`src/rtl/apb_rr_arbiter_if.sv`:
```
// Bundle of client-side request/response signals and the shared APB segment
// for the two-client round-robin APB controller.
interface apb_rr_arbiter_if #(
  parameter int unsigned ADDR_W = 9,
  parameter int unsigned DATA_W = 8
);
  // Client side
  logic              req0;
  logic              req1;
  logic              wr0;
  logic              wr1;
  logic [ADDR_W-1:0] addr0;
  logic [ADDR_W-1:0] addr1;
  logic [DATA_W-1:0] wdata0;
  logic [DATA_W-1:0] wdata1;
  logic              gnt0;
  logic              gnt1;
  logic              done0;
  logic              done1;
  logic [DATA_W-1:0] rdata;
  logic              err;

  // APB side
  logic              PSEL1;
  logic              PSEL2;
  logic              PENABLE;
  logic              PWRITE;
  logic [ADDR_W-1:0] PADDR;
  logic [DATA_W-1:0] PWDATA;
  logic [DATA_W-1:0] PRDATA1;
  logic [DATA_W-1:0] PRDATA2;
  logic              PREADY1;
  logic              PREADY2;

  modport master (
    input  req0, req1, wr0, wr1, addr0, addr1, wdata0, wdata1,
    output gnt0, gnt1, done0, done1, rdata, err,
    output PSEL1, PSEL2, PENABLE, PWRITE, PADDR, PWDATA,
    input  PRDATA1, PRDATA2, PREADY1, PREADY2
  );

  modport slave (
    output req0, req1, wr0, wr1, addr0, addr1, wdata0, wdata1,
    input  gnt0, gnt1, done0, done1, rdata, err,
    input  PSEL1, PSEL2, PENABLE, PWRITE, PADDR, PWDATA,
    output PRDATA1, PRDATA2, PREADY1, PREADY2
  );
endinterface

```
`src/rtl/apb_rr_arbiter.sv`:
```
// Two-client APB master: round-robin arbitration, SETUP/ACCESS sequencing,
// address-MSB slave decode and a wait-state timeout that forces completion.
module apb_rr_arbiter #(
  parameter int unsigned ADDR_W  = 9,
  parameter int unsigned DATA_W  = 8,
  parameter int unsigned TIMEOUT = 15
) (
  input  logic              PCLK,
  input  logic              PRST,
  apb_rr_arbiter_if.master  bus
);

  localparam int unsigned CntW = $clog2(TIMEOUT + 1);

  localparam logic [1:0] StIdle   = 2'd0;
  localparam logic [1:0] StSetup  = 2'd1;
  localparam logic [1:0] StAccess = 2'd2;

  logic [1:0]        state_q, state_d;
  logic              last_q;
  logic              owner_q;
  logic [CntW-1:0]   wait_q;
  logic [ADDR_W-1:0] paddr_q;
  logic              pwrite_q;
  logic [DATA_W-1:0] pwdata_q;

  logic              sel_hi;
  logic              sel_ready;
  logic [DATA_W-1:0] sel_rdata;
  logic              complete;
  logic              window;
  logic              gnt0, gnt1;
  logic              accept;
  logic              acc_id;
  logic              acc_wr;
  logic [ADDR_W-1:0] acc_addr;
  logic [DATA_W-1:0] acc_wdata;

  assign sel_hi    = paddr_q[ADDR_W-1];
  assign sel_ready = sel_hi ? bus.PREADY2 : bus.PREADY1;
  assign sel_rdata = sel_hi ? bus.PRDATA2 : bus.PRDATA1;

  assign complete = (state_q == StAccess) && (sel_ready || (wait_q == CntW'(TIMEOUT)));
  assign window   = (state_q == StIdle) || complete;

  // On a tie the requester that was not served last wins.
  assign gnt0 = window && bus.req0 && (!bus.req1 || last_q);
  assign gnt1 = window && bus.req1 && (!bus.req0 || !last_q);

  assign accept    = gnt0 || gnt1;
  assign acc_id    = gnt1;
  assign acc_wr    = acc_id ? bus.wr1    : bus.wr0;
  assign acc_addr  = acc_id ? bus.addr1  : bus.addr0;
  assign acc_wdata = acc_id ? bus.wdata1 : bus.wdata0;

  always_comb begin
    state_d = state_q;
    case (state_q)
      StIdle:   if (accept) state_d = StSetup;
      StSetup:  state_d = StAccess;
      StAccess: if (complete) state_d = accept ? StSetup : StIdle;
      default:  state_d = StIdle;
    endcase
  end

  always_ff @(posedge PCLK or negedge PRST) begin
    if (!PRST) begin
      state_q  <= StIdle;
      last_q   <= 1'b1;
      owner_q  <= 1'b0;
      wait_q   <= '0;
      paddr_q  <= '0;
      pwrite_q <= 1'b0;
      pwdata_q <= '0;
    end else begin
      state_q <= state_d;
      if (accept) begin
        owner_q  <= acc_id;
        last_q   <= acc_id;
        paddr_q  <= acc_addr;
        pwrite_q <= acc_wr;
        if (acc_wr) pwdata_q <= acc_wdata;
      end
      // Cleared while in SETUP so every ACCESS phase starts counting from zero.
      if (state_q == StSetup) begin
        wait_q <= '0;
      end else if ((state_q == StAccess) && !sel_ready) begin
        wait_q <= wait_q + CntW'(1);
      end
    end
  end

  assign bus.gnt0    = gnt0;
  assign bus.gnt1    = gnt1;
  assign bus.done0   = complete && !owner_q;
  assign bus.done1   = complete && owner_q;
  assign bus.err     = complete && !sel_ready;
  assign bus.rdata   = (complete && sel_ready && !pwrite_q) ? sel_rdata : '0;

  assign bus.PSEL1   = (state_q != StIdle) && !sel_hi;
  assign bus.PSEL2   = (state_q != StIdle) && sel_hi;
  assign bus.PENABLE = (state_q == StAccess);
  assign bus.PWRITE  = pwrite_q;
  assign bus.PADDR   = paddr_q;
  assign bus.PWDATA  = pwdata_q;

endmodule

```
`src/flat_wrapper.sv`:
```
// flat-port wrapper written by rule: the top's interface ports become plain ports
module apb_rr_arbiter_flat 
#(
  parameter int unsigned ADDR_W  = 9,
  parameter int unsigned DATA_W  = 8,
  parameter int unsigned TIMEOUT = 15
)
  (PCLK, PRST, bus_req0, bus_req1, bus_wr0, bus_wr1, bus_addr0, bus_addr1, bus_wdata0, bus_wdata1, bus_gnt0, bus_gnt1, bus_done0, bus_done1, bus_rdata, bus_err, bus_PSEL1, bus_PSEL2, bus_PENABLE, bus_PWRITE, bus_PADDR, bus_PWDATA, bus_PRDATA1, bus_PRDATA2, bus_PREADY1, bus_PREADY2);
  apb_rr_arbiter_if #(.ADDR_W(ADDR_W), .DATA_W(DATA_W)) bus_i ();
  input  logic PCLK;
  input  logic PRST;
  input wire logic [$bits(bus_i.req0)-1:0] bus_req0;
  input wire logic [$bits(bus_i.req1)-1:0] bus_req1;
  input wire logic [$bits(bus_i.wr0)-1:0] bus_wr0;
  input wire logic [$bits(bus_i.wr1)-1:0] bus_wr1;
  input wire logic [$bits(bus_i.addr0)-1:0] bus_addr0;
  input wire logic [$bits(bus_i.addr1)-1:0] bus_addr1;
  input wire logic [$bits(bus_i.wdata0)-1:0] bus_wdata0;
  input wire logic [$bits(bus_i.wdata1)-1:0] bus_wdata1;
  output wire logic [$bits(bus_i.gnt0)-1:0] bus_gnt0;
  output wire logic [$bits(bus_i.gnt1)-1:0] bus_gnt1;
  output wire logic [$bits(bus_i.done0)-1:0] bus_done0;
  output wire logic [$bits(bus_i.done1)-1:0] bus_done1;
  output wire logic [$bits(bus_i.rdata)-1:0] bus_rdata;
  output wire logic [$bits(bus_i.err)-1:0] bus_err;
  output wire logic [$bits(bus_i.PSEL1)-1:0] bus_PSEL1;
  output wire logic [$bits(bus_i.PSEL2)-1:0] bus_PSEL2;
  output wire logic [$bits(bus_i.PENABLE)-1:0] bus_PENABLE;
  output wire logic [$bits(bus_i.PWRITE)-1:0] bus_PWRITE;
  output wire logic [$bits(bus_i.PADDR)-1:0] bus_PADDR;
  output wire logic [$bits(bus_i.PWDATA)-1:0] bus_PWDATA;
  input wire logic [$bits(bus_i.PRDATA1)-1:0] bus_PRDATA1;
  input wire logic [$bits(bus_i.PRDATA2)-1:0] bus_PRDATA2;
  input wire logic [$bits(bus_i.PREADY1)-1:0] bus_PREADY1;
  input wire logic [$bits(bus_i.PREADY2)-1:0] bus_PREADY2;
  assign bus_i.req0 = bus_req0;
  assign bus_i.req1 = bus_req1;
  assign bus_i.wr0 = bus_wr0;
  assign bus_i.wr1 = bus_wr1;
  assign bus_i.addr0 = bus_addr0;
  assign bus_i.addr1 = bus_addr1;
  assign bus_i.wdata0 = bus_wdata0;
  assign bus_i.wdata1 = bus_wdata1;
  assign bus_gnt0 = bus_i.gnt0;
  assign bus_gnt1 = bus_i.gnt1;
  assign bus_done0 = bus_i.done0;
  assign bus_done1 = bus_i.done1;
  assign bus_rdata = bus_i.rdata;
  assign bus_err = bus_i.err;
  assign bus_PSEL1 = bus_i.PSEL1;
  assign bus_PSEL2 = bus_i.PSEL2;
  assign bus_PENABLE = bus_i.PENABLE;
  assign bus_PWRITE = bus_i.PWRITE;
  assign bus_PADDR = bus_i.PADDR;
  assign bus_PWDATA = bus_i.PWDATA;
  assign bus_i.PRDATA1 = bus_PRDATA1;
  assign bus_i.PRDATA2 = bus_PRDATA2;
  assign bus_i.PREADY1 = bus_PREADY1;
  assign bus_i.PREADY2 = bus_PREADY2;
  apb_rr_arbiter #(.ADDR_W(ADDR_W), .DATA_W(DATA_W), .TIMEOUT(TIMEOUT)) u_core (.PCLK(PCLK), .PRST(PRST), .bus(bus_i));
endmodule
```
`config.mk`:
```
export PLATFORM = sky130hd
export DESIGN_NAME = apb_rr_arbiter_flat
export DESIGN_NICKNAME = d
export VERILOG_FILES = /design/src/rtl/apb_rr_arbiter_if.sv /design/src/rtl/apb_rr_arbiter.sv /design/src/flat_wrapper.sv
export SDC_FILE = /design/constraint.sdc
export NUM_CORES = 1
export LEC_CHECK = 0
export ABC_AREA = 1
export BUFFER_PORTS_ARGS = -buffer_cell sky130_fd_sc_hd__buf_2
export CORE_MARGIN = 2
export CORE_UTILIZATION = 33
export CTS_BUF_LIST = sky130_fd_sc_hd__clkbuf_16
export CTS_CLUSTER_DIAMETER = 50
export CTS_CLUSTER_SIZE = 30
export DETAILED_ROUTE_END_ITERATION = 8
export SYNTH_ARGS = -nofsm -noshare
export SYNTH_HDL_FRONTEND = slang
export SYNTH_SLANG_ARGS = --single-unit
```
`constraint.sdc`:
```
create_clock -name PCLK -period 2.3 [get_ports PCLK]
set_input_delay 0.115 -clock PCLK [delete_from_list [all_inputs] [get_ports PCLK]]
set_output_delay 0.115 -clock PCLK [all_outputs]
set_load 0.01 [all_outputs]
```
==> parameters.txt <==
Parameter                              Value

Yosys
  Yosys top cell by area    dfrtp_1
  Share of synthesized area occupied by flip-flops and latches    40.99%
  Cell count after synthesis    226
  Net Count, Synth    285
  Number of enable flip-flop cells after synthesis    0
  Number of distinct library cells after synthesis    21
  Share of the synthesized area in the top cell type    39.34%
  Most frequently used flop master after synthesis    dfrtp_1
  Register bit total from synthesis    26
  Synth Warn #    0
  Proportion of synthesized flip-flops having asynchronous set or reset    100.0%
  Post-synth design cell area    1590 µm²
  Main area contributors after synthesis    dfrtp_1 (39%), nand2_1 (19%), nand3_1 (7.2%), inv_1 (5.4%), nor2_1 (4.2%)
  Mean area per synthesized cell    7.037 µm²

Critical path
  Critical R2R Capture    u_core.bus.PWDATA[0]
  Minimum setup slack among reg-to-reg paths    0.35 ns
  Reg2Reg Launch Point    u_core.wait_q[0]
  Start point of the critical path    u_core.wait_q[0]
  Data arrival, critical path    1.87 ns
  Data required, critical path    2.18 ns
  Kind of capture point of the worst setup path    primary output
  Worst setup path end    bus_gnt1
  Critical Path Start Type    flip-flop
  Register-to-Register Path Depth    9
  Setup Crit Path Kind    flip-flop to primary output
  Maximum fanout encountered on the critical timing path    40

STA
  Final Max Slew Viols    0
  Transition at the pin with the smallest max-transition slack    0.5843 ns
  TNS Setup    0 ns
  Peak clock frequency supported by timing    504.3 MHz
  Layout Skew    0.001262 ns
  RSZ-0062 raised after global routing    no
  Slew HR    61.05%
  Hold Slack    0.1165 ns
  Shortest period the worst path allows    1.983 ns
  Period utilization    86.22%
  Fin. Hold Viols    0
  Number of failing setup endpoints in the final timing report    0

Clock network
  CTS Sinks    26
  Skew-Pair Late Insertion Delay    0.26 ns
  Number of buffers created by CTS    3
  Number of buffers inserted to repair setup after CTS    0
  CTS root buffer    clkbuf_16
  Clock slew at the register clock pins of the worst setup and hold paths    0.06 ns
  Deepest clock path buffer count    2
  CTS tree    yes
  Depth of the CTS H-tree    1

Detailed routing
  Detailed router's first-iteration violation count    41
  Detail-routed net length per standard cell    11.14 µm
  Detail Route Antenna Nets    0
  Detail-routed via count per cell    4.563
  DR pass1 iterations    4
  Total number of vias    1693
  DRC errors left    0
  Final wirelength    4.132 mm

Pwr
  Worst vdd ir    0.4730 mV
  Cell Pwr Density    1097 nW/µm²
  Total leakage power    1.318 nW
  Overall power    0.002387 W

Layout
  N_diodes    0
  Number of nets at the end of the flow    377
  Synthesis-to-finish area growth    36.90%
  Combined area of the multi-input logic cells    770.7 µm²
  Number of filler instances in the final layout    502
  End-of-flow core utilization    46.40%
  Flip-flop and latch area    651.9 µm²
  Fin area    2177 µm²
  Fraction of final layout cells with drive strength greater than 1    35.33%

Placement
  Area after DPL    2088 µm²
  Port buffer count    91
  Weighted congestion at the end of routability-driven global placement    0.7960
  Half-perimeter wire length after placement    3.202 mm

Global route
  Vias in the first global route    1569
  Global Route Usage Sum    15.68%
  Grt total ovfl    0
  First-pass GRT wire length    6.582 mm
  Antenna violations before repair    0
  Maximum number of pins on one net before global-route repair    41

Die
  Total core area    4692 µm²
  Initial core utilization    33.89%
  Die W    73.42 µm
  Top-level port count    92
  Total number of placement rows    25
  Chip height    73.42 µm
  DIE AREA    5391 µm²

Job
  Max-cap viol count    0

Hold path
  Class of the tightest hold or removal check    input pin to flip-flop
  Worst hold path depth    3

Run status
  Run status    finished clean
-- stage by stage --
step,setup slack [ns],std cells
after floorplan,0.8394,226
after global placement,0.4012,366
after detailed placement,0.3468,366
after CTS,0.3072,371
after global routing,0.1498,371
final,0.3169,371
-- kinds of logic after synthesis --
group / share of synthesized area (%)
simple gates: 39.42
buf+inv: 10.54
flops: 40.99
compound gates: 7.160
xor+xnor: 1.102
fa+ha+maj: 0.7867
-- worst max-delay path, cell delays in order, from the launching register on --
cell     delay, ns
dfrtp_1       0.40
ha_1          0.22
nand3_1       0.15
nand3_4       0.19
nand3_4       0.10
buf_4         0.33
inv_1         0.06
buf_2         0.14
-- cell type report --
class	instances	area share, %
Sequential cell	26	29.94
Inverter	26	4.483
Multi-Input combinational cell	163	35.40
Clock inverter	1	0.1724
Clock buffer	3	3.448
Tap cell	54	3.103
Timing Repair Buffer	98	23.45
-- sequential cells by signal, indices dropped and copies added, names as in the netlist --
| signal | cells |
|---|---|
| u_core.bus.PADDR | 9 |
| u_core.bus.PWDATA | 8 |
| u_core.wait_q | 4 |
| u_core.state_q | 2 |
| u_core.bus.PWRITE | 1 |
| u_core.last_q | 1 |
| u_core.owner_q | 1 |
-- Yosys cell counts, types with 2 or more instances --
| library cell | count |
|---|---|
| a21oi_1 | 8 |
| inv_1 | 23 |
| o21ai_0 | 2 |
| nand2_1 | 80 |
| nand3_1 | 23 |
| buf_4 | 4 |
| nand2_2 | 3 |
| nor2_1 | 18 |
| nand4_1 | 10 |
| buf_2 | 5 |
| o21ai_1 | 11 |
| xor2_1 | 2 |
| inv_2 | 3 |
| nand3_4 | 3 |
| dfrtp_1 | 25 |
-- routing by layer --
| metal | track usage, % | share of wire (%) | vias to the layer above |
|---|---|---|---|
| li1 | - | - | 902 |
| met1 | 18.19 | 44 | 716 |
| met2 | 28.63 | 48 | 67 |
| met3 | 2.195 | 6.6 | 8 |
| met4 | 6.667 | 2.0 | 0 |
| met5 | 0 | 0 | - |
-- layout by cell type (no fill, tap or decap) --
cell / n
a21oi_1: 8
a21oi_2: 1
buf_2: 91
buf_4: 6
clkbuf_16: 3
clkinv_1: 1
dfrtp_1: 25
dfstp_2: 1
dlygate4sd3_1: 1
ha_1: 1
inv_1: 23
inv_2: 3
nand2_1: 80
nand2_2: 3
nand3_1: 23
nand3_2: 1
nand3_4: 3
nand4_1: 10
nor2_1: 18
o21ai_0: 2
o21ai_1: 11
xor2_1: 2
-- report_power, final --
part | leakage, nW | switching [W] | internal [W]
combinational | 0.955 | 0.000758 | 0.000462
sequential | 0.325 | 0.000118 | 0.000664
clock | 0.0385 | 0.000152 | 0.000233
-- timing repair --
action | 4_1_cts | 5_1_grt
endpoints found under the hold margin | 25 | 0
resized for setup | 0 | 0
setup endpoints to repair | 0 | 0
hold buffers | 1 | 0
-- worst min path at each step --
stage / slack, ns / start / to
global placement: 0.16 / PRST / u_core.bus.PADDR[6]
floorplan: -0.18 / PRST / u_core.bus.PADDR[0]
CTS: 0.12 / bus_addr1[1] / u_core.bus.PADDR[1]
global route: 0.13 / bus_addr1[5] / u_core.bus.PADDR[5]
finish: 0.12 / bus_addr1[1] / u_core.bus.PADDR[1]
detailed placement: 0.16 / PRST / u_core.bus.PADDR[6]
(Power assumes the default switching activity.)
